==> src/rtl/deco_pkg.sv <==
// Shared types and constants for the decode stage.
// Records use fixed maximum field widths; the stage trims them to its parameters.
package deco_pkg;

  localparam logic [1:0] TYPE_RR  = 2'b00;
  localparam logic [1:0] TYPE_MEM = 2'b01;
  localparam logic [1:0] TYPE_BR  = 2'b10;
  localparam logic [1:0] TYPE_IMM = 2'b11;

  localparam logic [2:0] K_RR_A  = 3'b010;
  localparam logic [2:0] K_RR_B  = 3'b100;
  localparam logic [2:0] K_MEM_A = 3'b001;
  localparam logic [2:0] K_MEM_B = 3'b011;
  localparam logic [2:0] K_BR_A  = 3'b101;
  localparam logic [2:0] K_BR_B  = 3'b110;
  localparam logic [2:0] K_IMM_A = 3'b000;
  localparam logic [2:0] K_IMM_B = 3'b111;

  localparam int REC_OPW  = 8;
  localparam int REC_REGW = 8;
  localparam int REC_DW   = 32;

  localparam int NCNT    = 5;
  localparam int CNT_ILL = 4;

  typedef struct packed {
    logic [1:0]          itype;
    logic [REC_OPW-1:0]  opcode;
    logic [REC_REGW-1:0] src1;
    logic [REC_REGW-1:0] src2;
    logic [REC_REGW-1:0] dest;
    logic [REC_DW-1:0]   addr;
    logic [REC_DW-1:0]   imm;
    logic                illegal;
  } rec_t;

  function automatic logic [1:0] class_of(input logic [2:0] k);
    logic [1:0] c;
    c = TYPE_IMM;
    unique case (1'b1)
      (k == K_RR_A)  || (k == K_RR_B):  c = TYPE_RR;
      (k == K_MEM_A) || (k == K_MEM_B): c = TYPE_MEM;
      (k == K_BR_A)  || (k == K_BR_B):  c = TYPE_BR;
      (k == K_IMM_A) || (k == K_IMM_B): c = TYPE_IMM;
    endcase
    return c;
  endfunction

endpackage

==> src/rtl/deco_core.sv <==
// Combinational instruction decoder: raw instruction to decoded record.
// Opcode bits below the top three must be zero, otherwise the record is illegal.
module deco_core
  import deco_pkg::*;
#(
  parameter int W = 16,
  parameter int O = 3,
  parameter int R = 3
) (
  input  logic [W-1:0] instruction,
  output rec_t         rec
);

  logic [2:0]   k;
  logic [O-1:0] op;
  logic [R-1:0] f1;
  logic [R-1:0] f2;
  logic [R-1:0] f3;
  logic [1:0]   cls;
  logic         ill;

  assign k   = instruction[W-1 -: 3];
  assign op  = instruction[W-1 -: O];
  assign f1  = instruction[W-O-1 -: R];
  assign f2  = instruction[W-O-R-1 -: R];
  assign f3  = instruction[W-O-2*R-1 -: R];
  assign cls = class_of(k);

  always_comb begin
    ill = 1'b0;
    for (int i = W - O; i < W - 3; i++) begin
      ill = ill | instruction[i];
    end
  end

  always_comb begin
    rec        = '0;
    rec.opcode = REC_OPW'(op);
    unique case (1'b1)
      ill: begin
        rec.itype   = TYPE_IMM;
        rec.illegal = 1'b1;
      end
      !ill && (cls == TYPE_RR): begin
        rec.itype = TYPE_RR;
        rec.dest  = REC_REGW'(f1);
        rec.src1  = REC_REGW'(f2);
        rec.src2  = REC_REGW'(f3);
      end
      !ill && (cls == TYPE_MEM): begin
        rec.itype = TYPE_MEM;
        rec.src1  = REC_REGW'(f1);
        rec.src2  = REC_REGW'(f2);
      end
      !ill && (cls == TYPE_BR): begin
        rec.itype = TYPE_BR;
        rec.addr  = REC_DW'(instruction[W-O-1:0]);
      end
      !ill && (cls == TYPE_IMM): begin
        rec.itype = TYPE_IMM;
        rec.src1  = REC_REGW'(f1);
        rec.imm   = REC_DW'(instruction[W-O-R-1:0]);
      end
    endcase
  end

endmodule

==> src/rtl/deco_pipe.sv <==
// Registered decode stage: decoder, 2-entry record buffer, flush and
// saturating per-class counters of accepted instructions.
module deco_pipe
  import deco_pkg::*;
#(
  parameter int INSTRUCTION_SIZE = 16,
  parameter int OPCODE_SIZE      = 3,
  parameter int REG_ADDR         = 3,
  parameter int CNT_WIDTH        = 16
) (
  input  logic                                           clk,
  input  logic                                           rst,
  input  logic                                           flush,
  input  logic                                           in_valid,
  output logic                                           in_ready,
  input  logic [INSTRUCTION_SIZE-1:0]                    instruction,
  output logic                                           out_valid,
  input  logic                                           out_ready,
  output logic [1:0]                                     itype,
  output logic [OPCODE_SIZE-1:0]                         opcode,
  output logic [REG_ADDR-1:0]                            src1,
  output logic [REG_ADDR-1:0]                            src2,
  output logic [REG_ADDR-1:0]                            dest,
  output logic [INSTRUCTION_SIZE-OPCODE_SIZE-1:0]        addr,
  output logic [INSTRUCTION_SIZE-OPCODE_SIZE-REG_ADDR-1:0] imm,
  output logic                                           illegal,
  output logic [CNT_WIDTH-1:0]                           cnt_rr,
  output logic [CNT_WIDTH-1:0]                           cnt_mem,
  output logic [CNT_WIDTH-1:0]                           cnt_br,
  output logic [CNT_WIDTH-1:0]                           cnt_imm,
  output logic [CNT_WIDTH-1:0]                           cnt_ill
);

  localparam int W = INSTRUCTION_SIZE;
  localparam int O = OPCODE_SIZE;
  localparam int R = REG_ADDR;

  rec_t        dec;
  rec_t        slot0;
  rec_t        slot1;
  logic [1:0]  count;
  logic        push;
  logic        pop;
  logic [NCNT-1:0] hit;
  logic [CNT_WIDTH-1:0] cnt [NCNT];

  deco_core #(.W(W), .O(O), .R(R)) u_core (
    .instruction (instruction),
    .rec         (dec)
  );

  assign in_ready  = (count != 2'd2) & ~flush;
  assign out_valid = (count != 2'd0);
  assign push      = in_valid & in_ready;
  assign pop       = out_valid & out_ready;

  // slot0 is the head and is only rewritten when a new record takes its place
  always_ff @(posedge clk) begin
    if (rst) begin
      count <= 2'd0;
      slot0 <= '0;
      slot1 <= '0;
    end else if (flush) begin
      count <= 2'd0;
    end else begin
      case (count)
        2'd0: begin
          if (push) begin
            slot0 <= dec;
            count <= 2'd1;
          end
        end
        2'd1: begin
          if (push && pop) begin
            slot0 <= dec;
          end else if (push) begin
            slot1 <= dec;
            count <= 2'd2;
          end else if (pop) begin
            count <= 2'd0;
          end
        end
        2'd2: begin
          if (pop) begin
            slot0 <= slot1;
            count <= 2'd1;
          end
        end
        default: count <= 2'd0;
      endcase
    end
  end

  always_comb begin
    hit = '0;
    if (push) begin
      if (dec.illegal) hit[CNT_ILL] = 1'b1;
      else hit[dec.itype] = 1'b1;
    end
  end

  always_ff @(posedge clk) begin
    for (int i = 0; i < NCNT; i++) begin
      if (rst) cnt[i] <= '0;
      else if (hit[i] && (cnt[i] != '1)) cnt[i] <= cnt[i] + CNT_WIDTH'(1);
    end
  end

  assign cnt_rr  = cnt[0];
  assign cnt_mem = cnt[1];
  assign cnt_br  = cnt[2];
  assign cnt_imm = cnt[3];
  assign cnt_ill = cnt[CNT_ILL];

  assign itype   = slot0.itype;
  assign opcode  = slot0.opcode[O-1:0];
  assign src1    = slot0.src1[R-1:0];
  assign src2    = slot0.src2[R-1:0];
  assign dest    = slot0.dest[R-1:0];
  assign addr    = slot0.addr[W-O-1:0];
  assign imm     = slot0.imm[W-O-R-1:0];
  assign illegal = slot0.illegal;

  logic unused_hi;
  assign unused_hi = ^{slot0.opcode[REC_OPW-1:O],
                       slot0.src1[REC_REGW-1:R],
                       slot0.src2[REC_REGW-1:R],
                       slot0.dest[REC_REGW-1:R],
                       slot0.addr[REC_DW-1:W-O],
                       slot0.imm[REC_DW-1:W-O-R]};

endmodule
==> config.mk <==
export PLATFORM = sky130hd
export DESIGN_NAME = deco_pipe
export DESIGN_NICKNAME = d
export VERILOG_FILES = /design/src/rtl/deco_pkg.sv /design/src/rtl/deco_core.sv /design/src/rtl/deco_pipe.sv
export SDC_FILE = /design/constraint.sdc
export NUM_CORES = 1
export LEC_CHECK = 0
export CORE_MARGIN = 4
export CORE_UTILIZATION = 30
export CTS_CLUSTER_DIAMETER = 80
export DETAILED_ROUTE_END_ITERATION = 10
export PLACE_DENSITY = 0.58
export SLEW_MARGIN = 25
export SYNTH_ARGS = -nofsm -noshare
export SYNTH_HDL_FRONTEND = slang
export SYNTH_SLANG_ARGS = --single-unit
==> constraint.sdc <==
create_clock -name clk -period 2.6 [get_ports clk]
set_input_delay 0.52 -clock clk [delete_from_list [all_inputs] [get_ports clk]]
set_output_delay 0.52 -clock clk [all_outputs]
set_load 0.02 [all_outputs]
======== After elaboration in Yosys (flattened, before gate mapping) ========
Memories as Yosys holds them, arrays and structs flattened.
Index checks and enable logic that the tools add are counted.
cells by class
  add/subtract/negate cells ............... 5
  $lt $le $gt $ge ......................... 2
  equality and inequality tests ........... 23
  mux-type cells .......................... 42
  bitwise gates (word level) .............. 10
  reductions and logical operators ........ 21
operators with widths
  operator                                                                       count
  99-bit 2-to-1 mux                                                              3
  99-bit case mux with 3 select lines                                            1
  16-bit by 1-bit adder with 16-bit output (second input constant)               5
  16-bit 2-to-1 mux                                                              5
  16-bit inequality test (second input constant)                                 5
  1-bit 2-to-1 mux                                                               18
  2-bit case mux with 4 select lines                                             2
  13-bit 2-to-1 mux                                                              1
  3-bit equality test (second input constant)                                    4
  3-bit case mux with 2 select lines                                             2
  10-bit 2-to-1 mux                                                              1
  2-bit 2-to-1 mux                                                               5
  2-bit inequality test (second input constant)                                  5
  4-bit AND reduction                                                            2
  2-bit equality test (second input constant)                                    3
  3-bit by 2-bit equality test with 1-bit output (second input constant)         2
  1-bit logical AND                                                              6
  2-bit case mux with 3 select lines                                             1
  1-bit OR                                                                       5
  5-bit AND reduction                                                            1
  2-bit by 1-bit equality test with 1-bit output (second input constant)         2
  2-bit zero test                                                                2
  1-bit logical OR                                                               4
  2-bit by 4-bit less-than comparator with 1-bit output (second input constant)  1
  other kinds (13)                                                               17
storage, ports and cells
  bits in registers ....................... 133
  bits in writable memories ............... 80
  word-level logic and storage cells ...... 120
  memories ................................ 1
memories
  memory  depth  width  read ports  clocked after memory_dff  write ports  RTL line         source
  cnt     5      16     5           0                         5            deco_pipe.sv:45  logic [CNT_WIDTH-1:0] cnt [NCNT];

======== Longest topological paths before layout ========
  word-level depth ........................ 15
  depth in mapped cells ................... 7

======== Modules after synthesis ========
From an unflattened synthesis, not the netlist that was laid out.
unflattened totals
  cells, all modules ...................... 898
  area, all modules ....................... 8519.4 sq um
by module, submodules not included
  module     times used  cells an instance  area each (sq um)  sequential area each (sq um)
  deco_pipe  1           764                7473.4             3963.8
  deco_core  1           134                1046.0             0.0

======== Least setup slack after synthesis ========
Ideal clock, no wire load.
  path kind ............................... register to register
  from .................................... memory cnt[1][0] (netlist: cnt[0][16])
  to ...................................... memory cnt[1][7] (netlist: cnt[0][23]), data pin
  library setup time ...................... 0.257 ns
  arrival time ............................ 1.992 ns
  data required time ...................... 2.343 ns
  setup slack ............................. 0.352 ns
  cell stages (with the launch flop) ...... 7
  period minus slack after synthesis ...... 2.248 ns
  cell sequence ........................... edfxtp_1 -> ha_1 -> nand3_1 -> nor4_1 -> a311o_1 -> buf_2 -> nor2_1
RTL lines
  element             RTL line
  start: declaration  deco_pipe.sv:45

======== Worst setup path in the final report ========
  from .................................... register count[0]
  to ...................................... output port in_ready
between the ends
  longest elaborated chain between the ends .. 2
ends and longest elaborated chain
  element                   RTL line         source
  start: declaration        deco_pipe.sv:41  logic [1:0] count;
  start signal: assignment  deco_pipe.sv:60  count <= 2'd0;
  start signal: assignment  deco_pipe.sv:64  count <= 2'd0;
  start signal: assignment  deco_pipe.sv:70  count <= 2'd1;
  2-bit inequality test     deco_pipe.sv:52  assign in_ready = (count != 2'd2) & ~flush;
  1-bit AND                 deco_pipe.sv:52
  end: declaration          deco_pipe.sv:15  output logic in_ready,
No other way between the ends.

==> metrics.txt <==
# TYPE chip_impl_metric gauge
chip_impl_info{name="post_synth_main_area_contributors",value="sky130_fd_sc_hd__edfxtp_1 (29%), sky130_fd_sc_hd__dfxtp_1 (23%), sky130_fd_sc_hd__nor2_1 (7.4%), sky130_fd_sc_hd__xnor2_1 (6.7%), sky130_fd_sc_hd__a221oi_1 (3.8%)"} 1
chip_impl_metric{name="viasPerCell",unit=""} 4.983
chip_impl_metric{name="timing.setup.tns",unit="ps"} 0
chip_impl_metric{name="antenna_left",unit=""} 0
chip_impl_metric{name="setup_slack",unit="ps"} 169.7
chip_impl_metric{name="io-pin-count",unit=""} 141
chip_impl_info{name="root_buffer",value="sky130_fd_sc_hd__clkbuf_16"} 1
chip_impl_metric{name="cp.buffers_inverters",unit=""} 1
chip_impl_metric{name="num-nets-final",unit=""} 877
chip_impl_metric{name="timing.critical_path.required",unit="ps"} 2080
chip_impl_metric{name="synth_area",unit="um2"} 6701
chip_impl_metric{name="highest_fanout_seen_on_the_critical_path",unit=""} 8
chip_impl_metric{name="synth_cells",unit=""} 718
chip_impl_info{name="critPathTopFamily",value="buffers and inverters"} 1
chip_impl_metric{name="max-clock-path-buffers",unit=""} 2
chip_impl_metric{name="edff_count_synth",unit=""} 64
chip_impl_metric{name="setup.reg_to_reg.worst_slack",unit="ps"} 370
chip_impl_metric{name="areaGrowthSynthToFinish",unit="%"} 33.87
chip_impl_metric{name="die_area",unit="um2"} 24790
chip_impl_metric{name="port_buffers",unit=""} 123
chip_impl_metric{name="synth_cell_types",unit=""} 52
chip_impl_metric{name="core.rowCount",unit=""} 54
chip_impl_info{name="critical-path-slowest-cell",value="sky130_fd_sc_hd__clkdlybuf4s50_1"} 1
chip_impl_metric{name="timing.fmax",unit="GHz"} 0.4115
chip_impl_metric{name="timing_max_transition_violations_final",unit=""} 0
chip_impl_metric{name="cts_sinks",unit=""} 140
chip_impl_metric{name="crit_arrival",unit="ps"} 1910
chip_impl_info{name="holdCritStartpoint",value="slot1[7]"} 1
chip_impl_metric{name="avgSynthCellArea",unit="um2"} 9.333
chip_impl_metric{name="max_slew.worst_pin.slew",unit="ps"} 660.5
chip_impl_metric{name="maximum_number_of_pins_on_one_net_before_global_route_repair",unit=""} 51
chip_impl_metric{name="hpwlAfterDp",unit="mm"} 12.19
chip_impl_metric{name="postSynth.asyncResetShare",unit="%"} 0
chip_impl_info{name="layout_commonest_cell",value="sky130_fd_sc_hd__nor2_1"} 1
chip_impl_info{name="holdCritPathClass",value="flip-flop to flip-flop"} 1
chip_impl_metric{name="cts_max_level",unit=""} 4
chip_impl_metric{name="total_core_area",unit="um2"} 21890
chip_impl_metric{name="die_height",unit="um"} 157.5
chip_impl_metric{name="drive_above_1_share",unit="%"} 9.480
chip_impl_info{name="cts_tree",value="done"} 1
chip_impl_metric{name="slowest_delay",unit="ps"} 680
chip_impl_info{name="setup_repair_after_global_routing_missed_its_margin",value="false"} 1
chip_impl_metric{name="finalHoldViolCount",unit=""} 0
chip_impl_metric{name="detail_route.first_pass.iterations",unit=""} 5
chip_impl_metric{name="cts-buffers-inserted",unit=""} 17
chip_impl_metric{name="r2r_cells",unit=""} 5
chip_impl_metric{name="die_w",unit="um"} 157.5
chip_impl_metric{name="gp_congestion",unit=""} 0.7837
chip_impl_metric{name="grt_pass1_vias",unit=""} 5354
chip_impl_metric{name="antenna_found_initial",unit=""} 1
chip_impl_info{name="worstReg2RegEnd",value="cnt[0][31]"} 1
chip_impl_metric{name="setup_violations",unit=""} 0
chip_impl_metric{name="grt_first_pass_wirelength",unit="mm"} 29.50
chip_impl_metric{name="groute.usage.overall",unit="%"} 14.90
chip_impl_metric{name="clkTransAtPathRegs",unit="ps"} 70
chip_impl_metric{name="final.setup_skew",unit="ps"} 11.02
chip_impl_metric{name="final_core_utilization",unit="%"} 40.98
chip_impl_info{name="synth_flop_cell",value="sky130_fd_sc_hd__dfxtp_1"} 1
chip_impl_metric{name="ys_ff_latch",unit=""} 140
chip_impl_metric{name="ir_drop",unit="mV"} 0.4139
chip_impl_metric{name="cellLeakagePower",unit="nW"} 2.990
chip_impl_metric{name="cts_hold_repair.buffers",unit=""} 0
chip_impl_metric{name="min_path_cells",unit=""} 2
chip_impl_metric{name="start_util",unit="%"} 30.61
chip_impl_metric{name="report.power.total",unit="W"} 0.005693
chip_impl_metric{name="n_antenna_cell",unit=""} 0
chip_impl_metric{name="grt-ovfl-total",unit=""} 0
chip_impl_info{name="outcome",value="finished clean"} 1
chip_impl_metric{name="ys.warnings.count",unit=""} 0
chip_impl_info{name="critical_path.endpoint_type",value="output pin"} 1
chip_impl_metric{name="max_cap_violations",unit=""} 0
chip_impl_info{name="critPathLaunchType",value="flip-flop"} 1
chip_impl_metric{name="post-place-ws",unit="ps"} 50.51
chip_impl_info{name="crit_path_cell_trace",value="nor2b_4, nor2_1, clkdlybuf4s50_1"} 1
chip_impl_metric{name="worst_skew_pair.late_latency",unit="ps"} 420
chip_impl_metric{name="final-instance-count-excl-fill",unit=""} 1145
chip_impl_metric{name="wl_per_cell",unit="um"} 15.91
chip_impl_info{name="critical_path.reg2reg.startpoint",value="cnt[0][21]"} 1
chip_impl_metric{name="place_inst",unit=""} 1113
chip_impl_metric{name="timing.final.crit_share",unit="%"} 93.47
chip_impl_metric{name="first_iter_violations",unit=""} 487
chip_impl_info{name="whs_endpoint",value="slot1[7]"} 1
chip_impl_metric{name="power_density",unit="nW/um2"} 634.6
chip_impl_metric{name="synth-seq-area-share",unit="%"} 51.38
chip_impl_info{name="crit_type",value="flip-flop to output pin"} 1
chip_impl_info{name="synth_area_leader_cell",value="sky130_fd_sc_hd__edfxtp_1"} 1
chip_impl_metric{name="routed-via-count",unit=""} 5705
chip_impl_metric{name="postRouteWirelength",unit="mm"} 18.22
chip_impl_metric{name="relSlewSlack",unit="%"} 55.97
chip_impl_info{name="mostFrequentLayoutCells",value="sky130_fd_sc_hd__nor2_1 (133), sky130_fd_sc_hd__clkdlybuf4s50_1 (122), sky130_fd_sc_hd__dfxtp_1 (76)"} 1
chip_impl_metric{name="finalCriticalPeriod",unit="ps"} 2430
chip_impl_metric{name="netlist.area_leader.share",unit="%"} 28.68
chip_impl_metric{name="post-route-drc-count",unit=""} 0
stage by stage:
stage               instance area, um2  hold WS [ps]
finish                            8971         452.4
global route                      8971         475.7
CTS                               8965         452.2
detailed placement                8368         443.6
global placement                  8368         437.9
floorplan                         6761         432.0
worst register-to-register path, cell delays in order, from the launching register on:
cell,delay (ps)
sky130_fd_sc_hd__edfxtp_1,420
sky130_fd_sc_hd__nand3_1,290
sky130_fd_sc_hd__nor4_1,350
sky130_fd_sc_hd__buf_4,180
sky130_fd_sc_hd__a311o_1,590
sky130_fd_sc_hd__nor2_1,120
where the power goes:
part / leakage, nW / total [W] / switching (W) / internal, W
combinational: 1.41 / 0.000741 / 0.000415 / 0.000325
clock: 0.291 / 0.00246 / 0.00109 / 0.00137
sequential: 1.28 / 0.00249 / 0.0000929 / 0.00240
total: 2.99 / 0.00569 / 0.00160 / 0.00410
layer usage:
layer | global-route usage, % | vias up | share of wire [%]
met3 | 4.207 | 11 | 5.9
met5 | 0 | - | 0.071
met2 | 23.00 | 155 | 47
met1 | 20.60 | 2722 | 46
li1 | - | 2815 | -
met4 | 3.933 | 2 | 0.68
logic make-up (layout without fill, tap and decap cells):
kind of cell | after synthesis | count (layout) | synth area share [%]
AO/OA/AOI/OAI | 99 | 99 | 11.00
XOR/XNOR | 56 | 56 | 7.319
adder cells (fa/ha/maj) | 4 | 4 | 0.7469
buffers and inverters | 76 | 207 | 5.657
flip-flops | 140 | 140 | 51.38
multiplexers | 1 | 1 | 0.1680
other | 1 | 17 | 0.05596
AND/OR/NAND/NOR | 341 | 341 | 23.67
Yosys cell counts (2+ instances only):
cell,number
sky130_fd_sc_hd__or4_1,2
sky130_fd_sc_hd__or3b_2,2
sky130_fd_sc_hd__o311ai_0,3
sky130_fd_sc_hd__or3_1,2
sky130_fd_sc_hd__nand4_1,14
sky130_fd_sc_hd__nand3b_1,7
sky130_fd_sc_hd__nor2_1,133
sky130_fd_sc_hd__o211ai_1,2
sky130_fd_sc_hd__nor3b_1,3
sky130_fd_sc_hd__xnor2_1,51
sky130_fd_sc_hd__a311oi_1,7
sky130_fd_sc_hd__nor4_1,15
sky130_fd_sc_hd__xor2_1,5
sky130_fd_sc_hd__and3_1,2
sky130_fd_sc_hd__nand3_1,41
sky130_fd_sc_hd__a21oi_1,29
sky130_fd_sc_hd__a31o_2,3
sky130_fd_sc_hd__nand2_1,53
sky130_fd_sc_hd__o41ai_1,3
sky130_fd_sc_hd__buf_6,2
sky130_fd_sc_hd__inv_1,18
sky130_fd_sc_hd__dfxtp_1,76
sky130_fd_sc_hd__buf_2,12
sky130_fd_sc_hd__or2_2,2
sky130_fd_sc_hd__clkbuf_1,26
sky130_fd_sc_hd__a221oi_1,29
sky130_fd_sc_hd__a22oi_1,13
sky130_fd_sc_hd__ha_1,4
sky130_fd_sc_hd__nand2b_1,8
sky130_fd_sc_hd__edfxtp_1,64
sky130_fd_sc_hd__nor3_1,50
sky130_fd_sc_hd__buf_4,17
timing repair:
action                     in CTS  in global routing
gates resized for setup         0                  1
buffers inserted                0                  0
setup endpoints to repair       0                  2
worst max-delay path by stage:
stage	from	endpoint	slack [ps]	depth (start not counted)
6_report	count[0]	in_ready	170	3
4_1_cts	count[0]	in_ready	150	3
3_5_place_dp	in_valid	cnt[0][47]	50	5
5_1_grt	count[0]	in_ready	60	3
3_3_place_gp	instruction[14]	cnt[0][44]	100	5
2_1_floorplan	cnt[0][16]	cnt[0][23]	350	6
state kept, by name, summed over array words and instances, names as in the netlist:
name / flops
cnt: 64
slot1: 37
addr: 13
imm: 10
dest: 3
opcode: 3
src1: 3
src2: 3
count: 2
itype: 2
final cells by class:
| type | instances | area [um2] |
|---|---|---|
| repair buffers | 157 | 1556 |
| fillers | 2194 | 12920 |
| multi-input cells | 518 | 2957 |
| well taps | 280 | 350.3 |
| flip-flops and latches | 140 | 3443 |
| inverters | 18 | 67.56 |
| clock inverters | 15 | 171.4 |
| clock buffers | 17 | 425.4 |
Power figures use the tool's default switching activity.
